<file path="src/rtl/matmul_sched.sv">
// ============================================================================
//  matmul_sched
//  Time-shares one vecmul engine across every element of a matrix product.
//  Rev 1.0 - initial release
// ============================================================================
`default_nettype none

module matmul_sched #(
   parameter int LEFT_SIZE  = 2,
   parameter int RIGHT_SIZE = 4,
   parameter int VM_LATENCY = 2,
   parameter int RW         = (LEFT_SIZE  > 1) ? $clog2(LEFT_SIZE)  : 1,
   parameter int CW         = (RIGHT_SIZE > 1) ? $clog2(RIGHT_SIZE) : 1
) (
   input  logic          clk,
   input  logic          rst,
   input  logic          i_start,
   output logic          o_busy,
   output logic          o_done,
   output logic          o_issue_valid,
   output logic [RW-1:0] o_issue_row,
   output logic [CW-1:0] o_issue_col,
   input  logic [31:0]   i_vm_result,
   output logic          o_wr_valid,
   output logic [RW-1:0] o_wr_row,
   output logic [CW-1:0] o_wr_col,
   output logic [31:0]   o_wr_data,
   input  logic          i_wr_ready
);

   localparam int c_n     = LEFT_SIZE * RIGHT_SIZE;
   localparam int c_depth = VM_LATENCY + 2;
   localparam int c_bw    = $clog2(c_n + 1);
   localparam int c_kw    = $clog2(2 * c_depth + 1);
   localparam int c_pw    = $clog2(c_depth);

   localparam logic [1:0] c_st_idle  = 2'd0;
   localparam logic [1:0] c_st_issue = 2'd1;
   localparam logic [1:0] c_st_drain = 2'd2;
   localparam logic [1:0] c_st_done  = 2'd3;

   logic [1:0]      r_state;
   logic [RW-1:0]   r_row;
   logic [CW-1:0]   r_col;
   logic [c_bw-1:0] r_beats;

   logic [VM_LATENCY-1:0] r_dl_v;
   logic [RW-1:0]         r_dl_row [VM_LATENCY];
   logic [CW-1:0]         r_dl_col [VM_LATENCY];

   logic [RW-1:0]   r_fifo_row  [c_depth];
   logic [CW-1:0]   r_fifo_col  [c_depth];
   logic [31:0]     r_fifo_data [c_depth];
   logic [c_pw-1:0] r_wp;
   logic [c_pw-1:0] r_rp;
   logic [c_kw-1:0] r_cnt;
   logic [c_kw-1:0] r_in_flight;

   logic [c_kw-1:0] w_occ;
   logic            w_issue;
   logic            w_last_col;
   logic            w_last_pair;
   logic            w_push;
   logic            w_wr_valid;
   logic            w_pop;

   // Credit is judged on cycle-start occupancy so the FIFO can never overflow.
   assign w_occ       = r_in_flight + r_cnt;
   assign w_issue     = (r_state == c_st_issue) && (w_occ < c_kw'(c_depth));
   assign w_last_col  = (r_col == CW'(RIGHT_SIZE - 1));
   assign w_last_pair = w_last_col && (r_row == RW'(LEFT_SIZE - 1));
   assign w_push      = r_dl_v[VM_LATENCY-1];
   assign w_wr_valid  = (r_cnt != '0);
   assign w_pop       = w_wr_valid && i_wr_ready;

   always_ff @(posedge clk) begin
      if (rst) begin
         r_state <= c_st_idle;
         r_row   <= '0;
         r_col   <= '0;
         r_beats <= '0;
      end else begin
         if (w_pop) begin
            r_beats <= r_beats + c_bw'(1);
         end
         case (r_state)
            c_st_idle: begin
               if (i_start) begin
                  r_state <= c_st_issue;
                  r_row   <= '0;
                  r_col   <= '0;
                  r_beats <= '0;
               end
            end
            c_st_issue: begin
               if (w_issue) begin
                  if (w_last_pair) begin
                     r_state <= c_st_drain;
                  end else if (w_last_col) begin
                     r_col <= '0;
                     r_row <= r_row + RW'(1);
                  end else begin
                     r_col <= r_col + CW'(1);
                  end
               end
            end
            c_st_drain: begin
               if (w_pop && (r_beats == c_bw'(c_n - 1))) begin
                  r_state <= c_st_done;
               end
            end
            c_st_done: r_state <= c_st_idle;
            default:   r_state <= c_st_idle;
         endcase
      end
   end

   // Tag delay line runs in lockstep with the engine pipeline.
   always_ff @(posedge clk) begin
      if (rst) begin
         r_dl_v      <= '0;
         r_in_flight <= '0;
         for (int k = 0; k < VM_LATENCY; k++) begin
            r_dl_row[k] <= '0;
            r_dl_col[k] <= '0;
         end
      end else begin
         r_dl_v[0]   <= w_issue;
         r_dl_row[0] <= r_row;
         r_dl_col[0] <= r_col;
         for (int k = 1; k < VM_LATENCY; k++) begin
            r_dl_v[k]   <= r_dl_v[k-1];
            r_dl_row[k] <= r_dl_row[k-1];
            r_dl_col[k] <= r_dl_col[k-1];
         end
         r_in_flight <= r_in_flight + c_kw'(w_issue) - c_kw'(w_push);
      end
   end

   always_ff @(posedge clk) begin
      if (rst) begin
         r_wp  <= '0;
         r_rp  <= '0;
         r_cnt <= '0;
      end else begin
         if (w_push) begin
            r_fifo_row[r_wp]  <= r_dl_row[VM_LATENCY-1];
            r_fifo_col[r_wp]  <= r_dl_col[VM_LATENCY-1];
            r_fifo_data[r_wp] <= i_vm_result;
            r_wp <= (r_wp == c_pw'(c_depth - 1)) ? '0 : r_wp + c_pw'(1);
         end
         if (w_pop) begin
            r_rp <= (r_rp == c_pw'(c_depth - 1)) ? '0 : r_rp + c_pw'(1);
         end
         r_cnt <= r_cnt + c_kw'(w_push) - c_kw'(w_pop);
      end
   end

   assign o_busy        = (r_state == c_st_issue) || (r_state == c_st_drain);
   assign o_done        = (r_state == c_st_done);
   assign o_issue_valid = w_issue;
   assign o_issue_row   = r_row;
   assign o_issue_col   = r_col;
   assign o_wr_valid    = w_wr_valid;
   assign o_wr_row      = w_wr_valid ? r_fifo_row[r_rp]  : '0;
   assign o_wr_col      = w_wr_valid ? r_fifo_col[r_rp]  : '0;
   assign o_wr_data     = w_wr_valid ? r_fifo_data[r_rp] : '0;

endmodule

`default_nettype wire

</file>
<file path="config.mk">
export PLATFORM = sky130hd
export DESIGN_NAME = matmul_sched
export DESIGN_NICKNAME = d
export VERILOG_FILES = /design/src/rtl/matmul_sched.sv
export SDC_FILE = /design/constraint.sdc
export NUM_CORES = 1
export LEC_CHECK = 0
export ABC_CLOCK_PERIOD_IN_PS = 2000
export BUFFER_PORTS_ARGS = -buffer_cell sky130_fd_sc_hd__buf_4
export CORE_ASPECT_RATIO = 0.75
export CORE_MARGIN = 1.5
export CORE_UTILIZATION = 40
export DETAILED_ROUTE_END_ITERATION = 12
export SYNTH_ARGS = -nofsm -noshare
export SYNTH_HDL_FRONTEND = slang
export SYNTH_SLANG_ARGS = --single-unit
</file>
<file path="constraint.sdc">
create_clock -name clk -period 2 [get_ports clk]
set_input_delay 0.1 -clock clk [delete_from_list [all_inputs] [get_ports clk]]
set_output_delay 0.1 -clock clk [all_outputs]
set_load 0.01 [all_outputs]
</file>
==> results_tabular.tex <==
\begin{tabular}{lr}
\hline
Metric & Value \\
\hline
\multicolumn{2}{l}{\textbf{CTS}} \\
TritonCTS clock tree & done \\
Buffer cell driving the clock tree root & sky130\_fd\_sc\_hd\_\_clkbuf\_16 \\
Number of sinks on the clock net & 171 \\
Clock-pin slew on the worst setup and hold paths & 0.07 ns \\
Number of levels in the clock H-tree & 4 \\
Maximum count of clock buffers along a single path & 2 \\
TritonCTS Buffers & 17 \\
Source-to-sink clock delay at the later pin of the worst-skew pair & 0.42 ns \\
\multicolumn{2}{l}{\textbf{Power}} \\
Total power density per cell area & 1312 nW/um\^{}2 \\
Max VDD drop & $\sim$0.63 mV \\
Static leakage & 3.347 nW \\
\multicolumn{2}{l}{\textbf{STA}} \\
Sum of negative setup slack & -0.09224 ns \\
Worst rel slew slack & about three quarters \\
RSZ-0062 raised after global routing & true \\
Number of endpoints failing setup at the final stage & 3 \\
Post-route clock skew & 0.007816 ns \\
Transition time at the pin with the least slew margin & 0.4004 ns \\
Final number of max-transition violations & 0 \\
Highest Clock Rate & between 400 and 500 MHz \\
Period utilization & 101.9\% \\
Final hold violation count & 0 \\
Final worst setup slack & -0.03761 ns \\
Minimum clock period & around 2.0 ns \\
\multicolumn{2}{l}{\textbf{Final layout}} \\
Fraction of layout cells with a size suffix above 1 & 41.49\% \\
Post-layout nets & 600 \\
N\_diodes & 0 \\
Cell Count, Final, Fillers Out & roughly 770 \\
Signed area change from the synthesized netlist to the final layout & 34.81\% \\
Filler instances & 1,321 \\
\multicolumn{2}{l}{\textbf{Floorplan}} \\
Overall die area & between 15,000 and 20,000 um\^{}2 \\
Standard-cell row count & 41 \\
Floorplan core area & approximately 17,000 um\^{}2 \\
Horizontal extent of the die & around 150 um \\
Initial Utilization & between 40\% and 50\% \\
Y dimension of the die & 116.4 um \\
Top-Level Pins & 78 \\
\multicolumn{2}{l}{\textbf{Logic synthesis}} \\
Count of different cell masters after synthesis & 37 \\
EDFF count, synth & between 100 and 150 \\
Netlist area before placement & $\sim$6900 um\^{}2 \\
YS warnings & 0 \\
Async S/R FF share, synth & 0\% \\
Synthesized instance count & 388 \\
Fraction of post-synthesis cell area in the top cell type by area & 61.34\% \\
Number of synthesized register bits & about 170 \\
Largest cells by area after synthesis & sky130\_fd\_sc\_hd\_\_edfxtp\_1 (61\%), sky130\_fd\_sc\_hd\_\_mux4\_2 (12\%), sky130\_fd\_sc\_hd\_\_dfxtp\_1 (9.1\%), sky130\_fd\_sc\_hd\_\_nor2b\_1 (4.3\%), sky130\_fd\_sc\_hd\_\_ha\_1 (4.2\%) \\
Synthesized netlist net count & between 400 and 500 \\
Yosys top cell by area & sky130\_fd\_sc\_hd\_\_edfxtp\_1 \\
Synthesized area per cell & roughly 18 um\^{}2 \\
Post-synthesis sequential area ratio & 70.39\% \\
Ys flop type & sky130\_fd\_sc\_hd\_\_edfxtp\_1 \\
\multicolumn{2}{l}{\textbf{Routing}} \\
Vias & 3,744 \\
Number of iterations in the first detailed-routing pass & 5 \\
Total DRC errors in the routed layout & 0 \\
Via-to-Cell Ratio & just under 5 \\
Routed Antenna Nets & 0 \\
Sum of routed wire length over all layers & 13,270 um \\
Post-detailed-route wirelength per cell & 17.30 um \\
Iteration-0 DRC count of the detailed router & 226 \\
\multicolumn{2}{l}{\textbf{Setup path}} \\
CP peak stage delay & between 0.4 and 0.5 ns \\
Data arrival time of the critical path & approximately 2.3 ns \\
Cell family with the largest share of critical-path delay & adder cells \\
Critical path cell sequence & buf\_6 > xor3\_1 > nor3\_4 > nor2\_4 > nor2\_4 > ha\_4 > fa\_2 > nor2b\_4 \\
Worst Setup Start Kind & flop \\
Required time of the worst setup path & 2.31 ns \\
Slowest cell on the critical path & sky130\_fd\_sc\_hd\_\_fa\_2 \\
Category of the critical setup timing path & flop to flop \\
Dominant cell type by count on the critical path & sky130\_fd\_sc\_hd\_\_nor2\_4 \\
Critical Path Sink Type & flop \\
Largest fanout on the critical path & 2 \\
Buffer and inverter count on the worst path & 1 \\
\multicolumn{2}{l}{\textbf{GRT}} \\
Number of antenna violations at the first check in global routing & 0 \\
Global route total overflow & 0 \\
Maximum number of pins on one net before global-route repair & 38 \\
Global Route Usage Sum & between 15 and 20\% \\
Via count of the first global-routing pass & 3,800 \\
Wire length of the first global-routing pass & 20,230 um \\
\multicolumn{2}{l}{\textbf{Worst hold path}} \\
Classification of the worst-slack hold path & primary input to flop \\
\multicolumn{2}{l}{\textbf{Place}} \\
Total instance count after detailed placement & 694 \\
DP HPWL & 8011 um \\
IO Port Bufs & slightly below 80 \\
Routability cong. & 0.7553 \\
\multicolumn{2}{l}{\textbf{Run status}} \\
Failing checks & negative setup slack \\
Result of the run & complete, but fails checks \\
\multicolumn{2}{l}{\textbf{Run}} \\
Total of max-cap violations & 0 \\
\hline
\end{tabular}
-- cells in the final DEF, fill, tap and decap left out, types with 12 or more instances in the layout --
master and instances:
sky130_fd_sc_hd__edfxtp_1 140, sky130_fd_sc_hd__buf_4 97, sky130_fd_sc_hd__nor2b_1 37, sky130_fd_sc_hd__mux4_2 35, sky130_fd_sc_hd__dlygate4sd3_1 32, sky130_fd_sc_hd__dfxtp_1 25, sky130_fd_sc_hd__clkbuf_16 19, sky130_fd_sc_hd__ha_1 18
sky130_fd_sc_hd__inv_1 13, sky130_fd_sc_hd__buf_6 13, sky130_fd_sc_hd__nor2_1 12
-- per-stage QoR --
step	cell area, um^2	hold slack [ns]	power [mW]	setup slack (ns)	utilization, %
final	9240	0.1206	12.12	-0.03761	55.08
after global routing	9240	0.1327	12.77	-0.1197	55.08
after CTS	9029	0.09304	11.79	-0.05875	53.82
after detailed placement	7968	0.3035	7.985	-0.1342	47.50
after global placement	7968	0.3007	7.922	-0.06769	47.50
after floorplan	6925	0.1716	6.395	-0.1025	-
-- logic make-up after synthesis --
group / after synthesis / share of synthesized area [%]
flops: 171 / 70.39
xor+xnor: 10 / 1.497
mux: 38 / 11.96
buf+inv: 33 / 1.880
compound gates: 23 / 2.227
fa+ha+maj: 25 / 4.783
simple gates: 88 / 7.265
-- cell usage after synthesis, drive strengths merged, types with 3 or more instances --
cell	count
a21oi	10
and2	4
buf	4
clkbuf	11
dfxtp	31
edfxtp	140
ha	23
inv	18
mux4	35
nand2	10
nand2b	3
nor2	14
nor2b	47
o21ai	3
xnor2	5
xor2	4
-- layer usage --
layer / track usage (%) / share of wire, % / up-vias
met5: 0 / 0 / -
met4: 5.243 / 0.60 / 0
met3: 4.453 / 4.2 / 7
met2: 25.04 / 49 / 96
met1: 20.25 / 47 / 1871
li1: - / - / 1770
-- registers in the layout, indices dropped and copies added, names as in the netlist, named ones only --
| register | flops |
|---|---|
| r_fifo_data | 128 |
| r_fifo_col | 8 |
| r_beats | 4 |
| r_cnt | 4 |
| r_dl_col | 4 |
| r_fifo_row | 4 |
| r_in_flight | 4 |
| o_issue_col | 2 |
| r_dl_row | 2 |
| r_dl_v | 2 |
| r_rp | 2 |
| r_state | 2 |
| r_wp | 2 |
| o_issue_row | 1 |
-- repair_timing --
action	4_1_cts	5_1_grt
pin swaps	6	7
gates cloned	0	2
hold endpoints to repair	128	0
endpoints found under the setup margin	42	19
hold buffers	32	0
resized for setup	14	36
setup buffers	4	4
-- power by group --
part | internal (mW) | switching (mW)
clock network | 2.12 | 1.40
logic | 2.40 | 1.99
registers | 4.04 | 0.171
total | 8.56 | 3.56
-- cell type report --
type | count | area [um^2] | share of cell area, %
inverter | 18 | 70.07 | 0.7583
clock buffer | 17 | 425.4 | 4.604
clock inverter | 15 | 209.0 | 2.261
multi-input combinational | 184 | 2133 | 23.09
tap | 215 | 269.0 | 2.911
sequential | 171 | 4835 | 52.32
timing repair buffer | 147 | 1299 | 14.06
-- final timing paths --
check / from / end / slack, ns / cells past startpoint
worst max-delay path: r_cnt[3]$_SDFF_PP0_ / r_in_flight[1]$_SDFF_PP0_ / -0.04 / 8
worst min-delay path: i_start / o_issue_col[1]$_SDFFE_PP0P_ / 0.12 / 4
worst max register to register: r_cnt[3]$_SDFF_PP0_ / r_in_flight[1]$_SDFF_PP0_ / -0.04 / 8
worst min register to register: r_dl_v[0]$_SDFF_PP0_ / r_dl_v[1]$_SDFF_PP0_ / 0.44 / 1
-- worst register-to-register path, cell delays in order, from the launching register on --
cell and delay [ns]:
sky130_fd_sc_hd__dfxtp_2 0.33, sky130_fd_sc_hd__buf_6 0.11, sky130_fd_sc_hd__xor3_1 0.39, sky130_fd_sc_hd__nor3_4 0.19, sky130_fd_sc_hd__nor2_4 0.07, sky130_fd_sc_hd__nor2_4 0.12
sky130_fd_sc_hd__ha_4 0.15, sky130_fd_sc_hd__fa_2 0.42, sky130_fd_sc_hd__nor2b_4 0.13
Note: power is estimated with default switching activity, not from simulation.
